<file path="config.mk">
export PLATFORM = sky130hd
export DESIGN_NAME = mem_arbiter_rr
export DESIGN_NICKNAME = d
export VERILOG_FILES = /design/src/rtl/mem_arbiter_rr.sv
export SDC_FILE = /design/constraint.sdc
export NUM_CORES = 1
export LEC_CHECK = 0
export CORE_AREA = 4 4 540 542
export CTS_CLUSTER_DIAMETER = 50
export DETAILED_ROUTE_END_ITERATION = 8
export DIE_AREA = 0 0 544 546
export GPL_TIMING_DRIVEN = 0
export SLEW_MARGIN = 20
export SYNTH_ARGS = -nofsm -noshare
export SYNTH_HDL_FRONTEND = slang
export SYNTH_SLANG_ARGS = --single-unit
</file>
<file path="constraint.sdc">
create_clock -name clk -period 1.93 [get_ports clk]
set_clock_uncertainty 0.2 [all_clocks]
set_input_delay 0.2895 -clock clk [delete_from_list [all_inputs] [get_ports clk]]
set_output_delay 0.2895 -clock clk [all_outputs]
set_load 0.01 [all_outputs]
</file>
<file path="src/rtl/mem_arbiter_rr.sv">
// -----------------------------------------------------------------------------
// mem_arbiter_rr
//
// Multiplexes NUM_CH cache-line requesters (channel 0 = I-cache, then D-cache,
// prefetch, victim buffers, ...) onto a single physical memory port.
// Arbitration is round-robin (FIXED_PRIO=0) or fixed priority with the lowest
// index winning (FIXED_PRIO=1). The grant is registered, and every transaction
// ends with a one-cycle TURN state so the serviced channel can drop its request
// before the next arbitration.
//
// Ports
//   clk, rst_n     clock, asynchronous active-low reset
//   ch_read        per-channel read request, held until ch_resp
//   ch_write       per-channel write request, held until ch_resp (wins over read)
//   ch_address     packed addresses, channel i at [i*ADDR_W +: ADDR_W]
//   ch_wdata       packed write lines, channel i at [i*LINE_W +: LINE_W]
//   ch_resp        one-hot completion pulse to the granted channel
//   ch_rdata       pmem_rdata broadcast, qualified by ch_resp
//   pmem_resp      memory completion
//   pmem_rdata     memory read line
//   pmem_read      memory read strobe (BUSY only)
//   pmem_write     memory write strobe (BUSY only)
//   pmem_address   granted channel's address
//   pmem_wdata     granted channel's write line
//   grant_id       current / last granted channel
//   busy           high while a transaction is outstanding
// -----------------------------------------------------------------------------
module mem_arbiter_rr #(
  parameter int NUM_CH     = 2,
  parameter int LINE_W     = 256,
  parameter int ADDR_W     = 32,
  parameter int FIXED_PRIO = 0,
  localparam int GW        = (NUM_CH > 1) ? $clog2(NUM_CH) : 1
) (
  input  logic                     clk,
  input  logic                     rst_n,
  input  logic [NUM_CH-1:0]        ch_read,
  input  logic [NUM_CH-1:0]        ch_write,
  input  logic [NUM_CH*ADDR_W-1:0] ch_address,
  input  logic [NUM_CH*LINE_W-1:0] ch_wdata,
  output logic [NUM_CH-1:0]        ch_resp,
  output logic [LINE_W-1:0]        ch_rdata,
  input  logic                     pmem_resp,
  input  logic [LINE_W-1:0]        pmem_rdata,
  output logic                     pmem_read,
  output logic                     pmem_write,
  output logic [ADDR_W-1:0]        pmem_address,
  output logic [LINE_W-1:0]        pmem_wdata,
  output logic [GW-1:0]            grant_id,
  output logic                     busy
);

  typedef enum logic [1:0] {
    S_IDLE = 2'd0,
    S_BUSY = 2'd1,
    S_TURN = 2'd2
  } state_t;

  state_t          state, state_d;
  logic [GW-1:0]   rr_ptr, rr_ptr_d;
  logic [GW-1:0]   grant_d;
  logic            granted_q, granted_d;

  logic [NUM_CH-1:0] req;
  logic              any_req;
  logic [GW-1:0]     winner;
  logic              found;
  int                cand;

  logic              sel_read;
  logic              sel_write;
  logic [ADDR_W-1:0] sel_addr;
  logic [LINE_W-1:0] sel_wdata;
  logic [NUM_CH-1:0] grant_onehot;

  // ---------------------------------------------------------------------------
  // Winner selection. Candidates are visited in priority order: from rr_ptr
  // upward with wrap for round-robin, from index 0 for fixed priority. The
  // inner loop keeps every bit-select constant.
  // ---------------------------------------------------------------------------
  always_comb begin
    // NOTE: every variable written in a combinational block gets a default
    // before any branch; a path that leaves one unassigned infers a latch.
    req     = ch_read | ch_write;
    any_req = |req;
    winner  = '0;
    found   = 1'b0;
    cand    = 0;
    for (int k = 0; k < NUM_CH; k++) begin
      if (FIXED_PRIO != 0) begin
        cand = k;
      end else begin
        cand = int'(rr_ptr) + k;
        if (cand >= NUM_CH) cand = cand - NUM_CH;
      end
      for (int i = 0; i < NUM_CH; i++) begin
        if (!found && (i == cand) && req[i]) begin
          winner = GW'(i);
          found  = 1'b1;
        end
      end
    end
  end

  // ---------------------------------------------------------------------------
  // Granted channel's slices. The strobes follow the live channel inputs, so a
  // channel that misbehaves by dropping its request mid-BUSY simply drops the
  // strobe while keeping the grant.
  // ---------------------------------------------------------------------------
  always_comb begin
    sel_read     = 1'b0;
    sel_write    = 1'b0;
    sel_addr     = '0;
    sel_wdata    = '0;
    grant_onehot = '0;
    for (int i = 0; i < NUM_CH; i++) begin
      if (grant_id == GW'(i)) begin
        sel_read        = ch_read[i];
        sel_write       = ch_write[i];
        sel_addr        = ch_address[i*ADDR_W +: ADDR_W];
        sel_wdata       = ch_wdata[i*LINE_W +: LINE_W];
        grant_onehot[i] = 1'b1;
      end
    end
  end

  // ---------------------------------------------------------------------------
  // Next-state logic
  // ---------------------------------------------------------------------------
  always_comb begin
    state_d   = state;
    grant_d   = grant_id;
    rr_ptr_d  = rr_ptr;
    granted_d = granted_q;
    unique case (state)
      S_IDLE: begin
        if (any_req) begin
          grant_d   = winner;
          granted_d = 1'b1;
          state_d   = S_BUSY;
        end
      end
      S_BUSY: begin
        // The pointer moves on completion only, to the channel after the one
        // just serviced.
        if (pmem_resp) begin
          rr_ptr_d = (grant_id == GW'(NUM_CH - 1)) ? '0 : grant_id + 1'b1;
          state_d  = S_TURN;
        end
      end
      S_TURN:  state_d = S_IDLE;
      default: state_d = S_IDLE;
    endcase
  end

  always_ff @(posedge clk or negedge rst_n) begin
    if (!rst_n) begin
      state     <= S_IDLE;
      rr_ptr    <= '0;
      grant_id  <= '0;
      granted_q <= 1'b0;
    end else begin
      // NOTE: sequential state uses non-blocking assignments so every register
      // samples the pre-edge values regardless of statement order.
      state     <= state_d;
      rr_ptr    <= rr_ptr_d;
      grant_id  <= grant_d;
      granted_q <= granted_d;
    end
  end

  // ---------------------------------------------------------------------------
  // Outputs
  // ---------------------------------------------------------------------------
  assign busy       = (state == S_BUSY);
  assign pmem_read  = busy & sel_read & ~sel_write;
  assign pmem_write = busy & sel_write;
  assign ch_resp    = (busy && pmem_resp) ? grant_onehot : '0;
  assign ch_rdata   = pmem_rdata;

  // NOTE: the address/data mux is held at zero until the first grant after
  // reset, so the bus shows zeros in reset instead of channel 0's live inputs.
  assign pmem_address = granted_q ? sel_addr  : '0;
  assign pmem_wdata   = granted_q ? sel_wdata : '0;

endmodule

</file>
==> results_dict.tcl, run 1 <==
set metrics [dict create \
    status "finished with violations" \
    violations "negative setup slack" \
    cts.sinks 5 \
    die_x_um 544 \
    cts_buffers 3 \
    dp.cells 5839 \
    fp.dieArea_um2 297000 \
    final.min_clock_period_ns 2.68 \
    vias_per_cell 2.28 \
    combPwrFrac_pct 98.2 \
    r2r_end "grant_id" \
    core_um2 287000 \
    cp-start-kind "flip-flop" \
    firstDrtPassIters 5 \
    clkPwrFrac_pct 1.1 \
    drtIter0Drc 635 \
    finalSetupViolations 292 \
    clock_latency_ns 0.23 \
    rsz0062_at_grt "true" \
    nets 3121 \
    pwr-share-seq_pct 0.7 \
    routed-via-count 14000 \
    p_per_area_nw_per_um2 1040 \
    tns_ns -155.16 \
    p_leak_nw 10.5 \
    yosysTopAreaCell "mux2i_1" \
    cts_tree "done" \
    routed_wl_um 246000 \
    drc 0 \
    pre_cts_ws_ns -2.42 \
    totalPowerFinal_mw 29.9 \
    first_global_vias 13100 \
    relSlewSlack_pct 60.1 \
    io_pins 1389 \
    final_cell_mix "clkdlybuf4s50_1 (838), buf_4 (371), nor2b_1 (244)" \
    htreeDepth 1 \
    critical_path_class "flip-flop to primary output" \
    synth_seq_cells 5 \
    layout_worst_path_cycle_share_pct 139 \
    drv_slew 0 \
    synth_area_um2 7230 \
    final_common_cell "clkdlybuf4s50_1" \
    dp_hpwl_um 230000 \
    synthCells 924 \
    postRouteAntennaNets 0 \
    layout_setup_ws_ns -0.752 \
    p_sw_share_pct 46.8 \
    finalInstanceArea_um2 28700 \
    ys_types 20 \
    endpoint_kind "primary output" \
    holdWs_ns 0.103 \
    grt.overflow.total 0 \
    num_rows 197 \
    grt_antenna_before_repair 370 \
    synth.area.top_cells "mux2i_1 (40%), buf_4 (29%), nor2b_1 (25%), dfrtp_1 (1.7%), clkbuf_1 (1.5%)" \
    fin_cells 6131 \
    cp.required_ns 1.44 \
    fin_util_pct 10.0 \
    clkTransAtPathRegs_ns 0.03 \
    r2r_start "grant_id" \
    area_delta_synth_final_pct 298 \
    switchingPower_mw 14.0 \
    worstPathArrival_ns 2.19 \
    hold_path.class "primary input to asynchronous set/reset pin" \
    clock-root-buffer "clkbuf_16" \
    synth_warnings 0 \
    wl_per_cell_um 40.2 \
    cap_violations 0 \
    max_freq_mhz 373 \
    syn_avg_cell_area_um2 7.82 \
    grt_pass1_wl_um 270000 \
    syn_nets 1763 \
    grt_max_degree 11 \
    start_util_pct 2.52 \
    drive_above_1_share_pct 46.1 \
    netlist.area_leader.share_pct 40.0 \
    cp_max_fo 7 \
    vdd_ir_drop_max_v 0.000909 \
    worst_slew_pin_slew_ns 0.597 \
    r2r_cells 5 \
    grt_usage_pct 15.7 \
    r2r_slack_ns 0.29 \
    gp_congestion 0.867 \
    ys_seq_area_share_pct 1.73 \
    hold_viol 0 \
    die_h_um 546 \
    cts_buffer_depth 2 \
    io_buffers 1132 \
    p_int_mw 15.9 \
    placed_cell_area_um2 23400 \
]
## synthesized netlist by cell type (all sizes together)
master,n
a211oi,1
a21o,2
and3,1
buf,292
clkbuf,29
dfrtp,5
inv,3
mux2i,289
nand2,1
nand2b,1
nand3b,1
nor2,5
nor2b,288
o211ai,1
o21a,2
o21ai,1
o32a,1
or4,1
## what timing repair did
item	CTS	global route
buffers inserted	150	92
cloned	8	0
endpoints found under the hold margin	0	0
hold buffers	0	0
pin swaps	4	0
gates resized for setup	1856	458
setup endpoints to repair	296	292
## logic make-up (layout without fill, tap and decap cells)
family	Yosys count	in the layout	synth area share, %
muxes	289	289	40.0
AOI/OAI and AO/OA	8	8	0.831
other	0	69	0
and+or+nand+nor	298	298	25.6
buffers and inverters	324	1681	31.8
DFF	5	5	1.73
## sequential cells by signal, summed over array words and instances (netlist names)
register,cells
rr_ptr,1
state,2
granted_q,1
grant_id,1
## cell type report
cell class | instances | area (µm²)
diodes | 69 | 173
plain buffers | 306 | 2610
clock buffers | 4 | 78.8
fillers | 33200 | 258000
inverters | 3 | 11.3
multi-input cells | 595 | 7170
flip-flops and latches | 5 | 126
well taps | 3781 | 4730
repair buffers | 1368 | 13800
## worst max-delay path by stage
stage	startpoint	endpoint
after CTS	grant_id	pmem_wdata[77]
after global placement	grant_id	pmem_wdata[142]
final	grant_id	pmem_wdata[140]
after detailed placement	grant_id	pmem_wdata[107]
after floorplan	grant_id	pmem_read
after global routing	grant_id	pmem_wdata[142]
## routing by layer
| metal | wire, µm | vias up | GRT usage, % |
|---|---|---|---|
| met5 | 2060 | - | 0 |
| met3 | 46900 | 628 | 14.0 |
| li1 | - | 5624 | - |
| met2 | 112000 | 1323 | 26.3 |
| met1 | 78000 | 6085 | 14.4 |
| met4 | 7480 | 320 | 2.49 |
## critical path: stages (launching register included)
cell,delay (ns)
dfrtp_2,0.50
buf_12,0.17
buf_12,0.12
buf_16,0.17
buf_16,0.17
buf_8,0.11
buf_6,0.09
mux2i_4,0.33
nor2b_1,0.08
buf_2,0.15
## power groups by stage
stage          sequential (mW)  combinational [mW]  clock [mW]
5_1_grt                  0.205                30.7       0.356
4_1_cts                  0.179                27.8       0.340
2_1_floorplan            0.156                6.30           0
3_3_place_gp             0.171                18.8           0
3_5_place_dp             0.173                18.8           0
6_report                 0.196                29.3       0.342
Note: power is estimated with default switching activity, not from simulation.
==> run 2: changes to the inputs <==
Settings changed: SLEW_MARGIN 20 to default.
==> run 2 against run 1 <==
Against the previous run: maximum frequency is 2.4% higher; routed wire length shrank 0.25%; setup slack gained 0.062 ns; critical path depth did not move; the run still ends with negative setup slack left; sequential share of layout area about the same; largest power group unchanged; clock power hardly changed; register-to-register slack got worse by 0.10 ns; critical endpoint is now pmem_wdata[236].
==> results_dict.tcl, run 2 (synthesized netlist as in run 1, its figures left out) <==
set metrics [dict create \
    status "finished with violations" \
    violations "negative setup slack" \
    postRouteAntennaNets 0 \
    io_buffers 1132 \
    cts_buffer_depth 2 \
    grt_pass1_wl_um 269000 \
    routed-via-count 14000 \
    dp_hpwl_um 230000 \
    final_common_cell "clkdlybuf4s50_1" \
    largest_register "state" \
    switchingPower_mw 13.9 \
    pre_cts_ws_ns -2.55 \
    hold_viol 0 \
    fp.dieArea_um2 297000 \
    grt_usage_pct 15.6 \
    cp_common_cell "buf_16" \
    critical_path_class "flip-flop to primary output" \
    cts_buffers 3 \
    drtIter0Drc 564 \
    crit_slowest_cell "dfrtp_2" \
    clock-root-buffer "clkbuf_16" \
    drive_above_1_share_pct 46.2 \
    cts_tree "done" \
    start_util_pct 2.52 \
    path_cells "buf_12, buf_16, buf_8, buf_16, buf_4, buf_6, mux2i_4, nor2b_1, buf_2" \
    grt.overflow.total 0 \
    clkPwrFrac_pct 1.1 \
    area_delta_synth_final_pct 298 \
    io_pins 1389 \
    p_sw_share_pct 46.5 \
    drc 0 \
    worstPathArrival_ns 2.13 \
    p_int_mw 16.0 \
    layout_setup_ws_ns -0.690 \
    cts.sinks 5 \
    wl_per_cell_um 40.1 \
    worst_slew_pin_slew_ns 0.610 \
    cp_max_fo 9 \
    pwr-share-seq_pct 0.6 \
    core_um2 287000 \
    p_per_area_nw_per_um2 1040 \
    critical-path-top-delay-family "buffers and inverters" \
    final.min_clock_period_ns 2.62 \
    grt_antenna_before_repair 375 \
    die_h_um 546 \
    relSlewSlack_pct 59.2 \
    die_x_um 544 \
    grt_max_degree 11 \
    vias_per_cell 2.29 \
    clock_latency_ns 0.23 \
    endpoint_kind "primary output" \
    cap_violations 0 \
    num_rows 197 \
    nets 3124 \
    layout_worst_path_cycle_share_pct 136 \
    fillers 33100 \
    drv_slew 0 \
    firstDrtPassIters 4 \
    finalSetupViolations 292 \
    critPathMaxStageDelay_ns 0.44 \
    dp.cells 5837 \
    grtUsageMet2_pct 26.0 \
    first_global_vias 13100 \
    cp_num_buf_inv 7 \
    combPwrFrac_pct 98.3 \
    final_cell_mix "clkdlybuf4s50_1 (838), buf_4 (363), nor2b_1 (244)" \
    cp.required_ns 1.44 \
    met3_usage_pct 14.1 \
    clkTransAtPathRegs_ns 0.03 \
    ctsHoldBuffers 0 \
    htreeDepth 1 \
    vdd_ir_drop_max_v 0.000883 \
    max_freq_mhz 382 \
    largest_register_ffs 2 \
    grtUsageMet1_pct 14.1 \
    rsz0062_at_grt "true" \
    p_leak_nw 10.5 \
    busiest_layer "met2" \
    cp-start-kind "flip-flop" \
    routed_wl_um 246000 \
    hold_path.class "primary input to asynchronous set/reset pin" \
    gp_congestion 0.867 \
    fin_cells 6133 \
]
==> run 2: path summary, 6_finish.rpt <==
kind	from	to	slack, ns	depth (start not counted)
setup / recovery	grant_id	pmem_wdata[236]	-0.69	9
hold / removal	rst_n	state[1]	0.1	1
setup reg to reg	grant_id	rr_ptr	0.19	8
hold reg to reg	state[1]	state[0]	0.27	1
max in group asynchronous	rst_n	grant_id	1.21	1
min in group clk	state[1]	state[0]	0.27	1
==> run 2: timing repair <==
action / 4_1_cts / 5_1_grt
cloned: 6 / 4
endpoints found under the setup margin: 296 / 294
pin swaps: 0 / 2
gates resized for setup: 1649 / 630
buffers inserted: 131 / 111
==> run 2: through the flow <==
stage	TNS (ns)	util, %	power, mW	cell area (µm²)	hold slack, ns
floorplan	0	-	6.46	7230	-0.206
global placement	-456.87	8.12	19.0	23300	0.247
detailed placement	-452.60	8.12	18.9	23300	0.259
CTS	-186.64	9.47	27.4	27200	0.102
global route	-172.02	9.99	31.3	28700	0.119
finish	-150.14	10.0	29.9	28800	0.0992
==> run 2: power groups by stage <==
stage	Clock [mW]	Combinational [mW]	Sequential, mW
after detailed placement	0	18.8	0.172
after CTS	0.340	26.9	0.179
after global routing	0.349	30.8	0.180
after floorplan	0	6.30	0.156
after global placement	0	18.8	0.171
final	0.339	29.3	0.173
==> run 2: worst reg2reg max path, delay by kind of cell, from the launching register on <==
family / cells / cell delay [ns]
and+or+nand+nor: 1 / 0.04
buffers and inverters: 6 / 0.82
DFF: 1 / 0.42
AOI/OAI and AO/OA: 1 / 0.14
==> run 2: routing by layer <==
layer | wire length, µm | part of all wire [%]
met2 | 111000 | 45
met4 | 8420 | 3.4
met5 | 2150 | 0.88
met3 | 47100 | 19
met1 | 77400 | 32
==> run 2: cell type report <==
type / count / area (µm²) / area share (%)
timing repair buffer: 1367 / 13700 / 47.8
multi-input combinational: 595 / 7170 / 24.9
tap: 3781 / 4730 / 16.4
buffer: 310 / 2730 / 9.48
antenna: 68 / 170 / 0.592
sequential: 5 / 126 / 0.439
clock buffer: 4 / 78.8 / 0.274
inverter: 3 / 11.3 / 0.0392
==> run 3: changes to the inputs <==
Settings changed: ABC_AREA from default to 1, CORE_AREA 4 4 540 542 to 4 4 532 534, DIE_AREA 0 0 544 546 to 0 0 536 538, REMOVE_ABC_BUFFERS from default to 1.
==> run 3 against run 2 <==
Against the previous run: the run still ends with negative setup slack left; first-iteration DRC count up 110%; synthesized area down 13%; sequential share of layout area up 0.15 points; cell count down 5.7%; die area down 2.9%; utilization down 1.9 points; critical path depth down 1; count of clock-buffer cells in the layout unchanged; clock power up 3%; global-route usage up 3.9 points; critical endpoint is now pmem_address[19]; highest routed layer unchanged.
==> results_dict.tcl, run 3 <==
set metrics [dict create \
    status "finished with violations" \
    violations "negative setup slack" \
    p_per_area_nw_per_um2 1150 \
    wl_met2_um 106000 \
    largest_register "state" \
    relSlewSlack_pct 60.5 \
    fin_util_pct 8.14 \
    cp_max_fo 8 \
    netlist.area_leader.share_pct 34.8 \
    drv_slew 0 \
    layout_worst_path_cycle_share_pct 135 \
    endpoint_kind "primary output" \
    synthCells 1253 \
    wl_met1_um 119000 \
    synth_seq_cells 5 \
    highest_layer "met5" \
    clock_latency_ns 0.23 \
    cp.required_ns 1.44 \
    synth_area_um2 6310 \
    ys_types 15 \
    critical_path_class "flip-flop to primary output" \
    wl_met3_um 61200 \
    clkTransAtPathRegs_ns 0.03 \
    routed-via-count 15100 \
    largest_register_ffs 2 \
    worst_slew_pin_slew_ns 0.590 \
    clock-root-buffer "clkbuf_16" \
    start_util_pct 2.27 \
    worstPathArrival_ns 2.12 \
    fillers 32700 \
    wl_per_cell_um 51.7 \
    num_rows 194 \
    multi_input_comb_area_um2 5020 \
    drc 0 \
    dp.cells 5510 \
    syn_avg_cell_area_um2 5.03 \
    grt_max_degree 42 \
    final_common_cell "clkdlybuf4s50_1" \
    grt_usage_pct 19.5 \
    cts_buffers 3 \
    dp_hpwl_um 238000 \
    area_delta_synth_final_pct 259 \
    ys.flop_type "dfrtp_1" \
    io_pins 1389 \
    grt_pass1_wl_um 321000 \
    drive_above_1_share_pct 36.1 \
    synth_commonest_cells "nor2_1 (584), o21ai_0 (291), buf_4 (268)" \
    p_leak_nw 8.16 \
    synth.area.top_cells "nor2_1 (35%), buf_4 (32%), o21ai_0 (23%), clkbuf_1 (3.4%), buf_6 (2.1%)" \
    final_cell_mix "clkdlybuf4s50_1 (584), nor2_1 (441), o21ai_0 (130)" \
    finalSetupViolations 294 \
    fin_cells 5785 \
    firstDrtPassIters 5 \
    cp-start-kind "flip-flop" \
    fp.dieArea_um2 288000 \
    pre_cts_ws_ns -2.39 \
    nets 2867 \
    htreeDepth 1 \
    seqCellArea_um2 133 \
    final.min_clock_period_ns 2.61 \
    die_x_um 536 \
    cts_buffer_depth 2 \
    synth_warnings 0 \
    cap_violations 0 \
    routed_wl_um 299000 \
    core_um2 278000 \
    die_h_um 538 \
    rsz0062_at_grt "true" \
    yosysTopAreaCell "nor2_1" \
    cts.sinks 5 \
    max_freq_mhz 384 \
    grt.overflow.total 0 \
    cts_tree "done" \
    vdd_ir_drop_max_v 0.000540 \
    grt_antenna_before_repair 251 \
    hold_viol 0 \
    vias_per_cell 2.61 \
    layout_setup_ws_ns -0.677 \
    postRouteAntennaNets 0 \
    io_buffers 876 \
    first_global_vias 12300 \
    ys_seq_area_share_pct 1.98 \
    drtIter0Drc 1161 \
    ys_async_sr_fraction_pct 100 \
    synth.most_common_cell "nor2_1" \
    hold_path.class "primary input to asynchronous set/reset pin" \
    synth-edff-count 0 \
    gp_congestion 0.844 \
]
## run 3: cells by family (layout without fill, tap and decap cells)
| logic type | Yosys count | after routing | synth area share [%] |
|---|---|---|---|
| and+or+nand+nor | 595 | 595 | 35.4 |
| buffers and inverters | 360 | 1134 | 39.3 |
| AOI/OAI and AO/OA | 293 | 293 | 23.3 |
| DFF | 5 | 5 | 1.98 |
| other | 0 | 34 | 0 |
## run 3: metrics by stage
stage	hold WS (ns)	instance area, µm²	setup TNS [ns]	power [mW]
floorplan	-0.206	3860	-1864.32	3.36
global placement	0.262	17300	-6929.60	6.11
detailed placement	0.293	17600	-432.52	16.9
CTS	0.0882	20900	-169.68	24.8
global route	0.103	22600	-155.18	28.0
finish	0.0873	22700	-137.62	26.2
## run 3: layer usage
metal / global-route usage (%) / up-vias
li1: - / 5342
met1: 22.3 / 6767
met2: 24.3 / 2388
met3: 18.9 / 541
met4: 3.75 / 64
met5: 12.7 / -
## run 3: worst paths after layout
kind / cells after the start / start / slack (ns) / endpoint
max reg2reg: 6 / grant_id / 0.17 / rr_ptr
min reg2reg: 2 / rr_ptr / 0.31 / rr_ptr
max in group asynchronous: 1 / rst_n / 1.22 / grant_id
min: 1 / rst_n / 0.09 / state[0]
min in group clk: 2 / rr_ptr / 0.31 / rr_ptr
max: 8 / grant_id / -0.68 / pmem_address[19]
## run 3: layout make-up
class / count / area share, %
Inverter: 7 / 0.188
Timing Repair inverter: 5 / 0.618
Multi-Input combinational cell: 888 / 22.1
Sequential cell: 5 / 0.585
Clock buffer: 4 / 0.348
Tap cell: 3724 / 20.6
Timing Repair Buffer: 1118 / 55.2
Antenna cell: 34 / 0.375
## run 3: timing repair
action,CTS,global route
pin swaps,69,70
gates resized for setup,1186,658
gates cloned,56,17
hold buffers,0,0
endpoints found under the setup margin,294,294
setup buffers,111,57
## run 3: power by group
group | internal [mW] | switching [mW] | total [mW]
Combinational | 11.2 | 14.4 | 25.6
Clock | 0.274 | 0.0753 | 0.350
Sequential | 0.151 | 0.0631 | 0.214
Total | 11.6 | 14.5 | 26.2
## run 3: worst max-delay path: stages, from the launching register on
cell and delay [ns]:
dfrtp_4 0.55, buf_16 0.21, buf_6 0.14, buf_12 0.14, buf_12 0.14, clkbuf_16 0.16
o21ai_0 0.21, nor2_2 0.10, buf_6 0.16
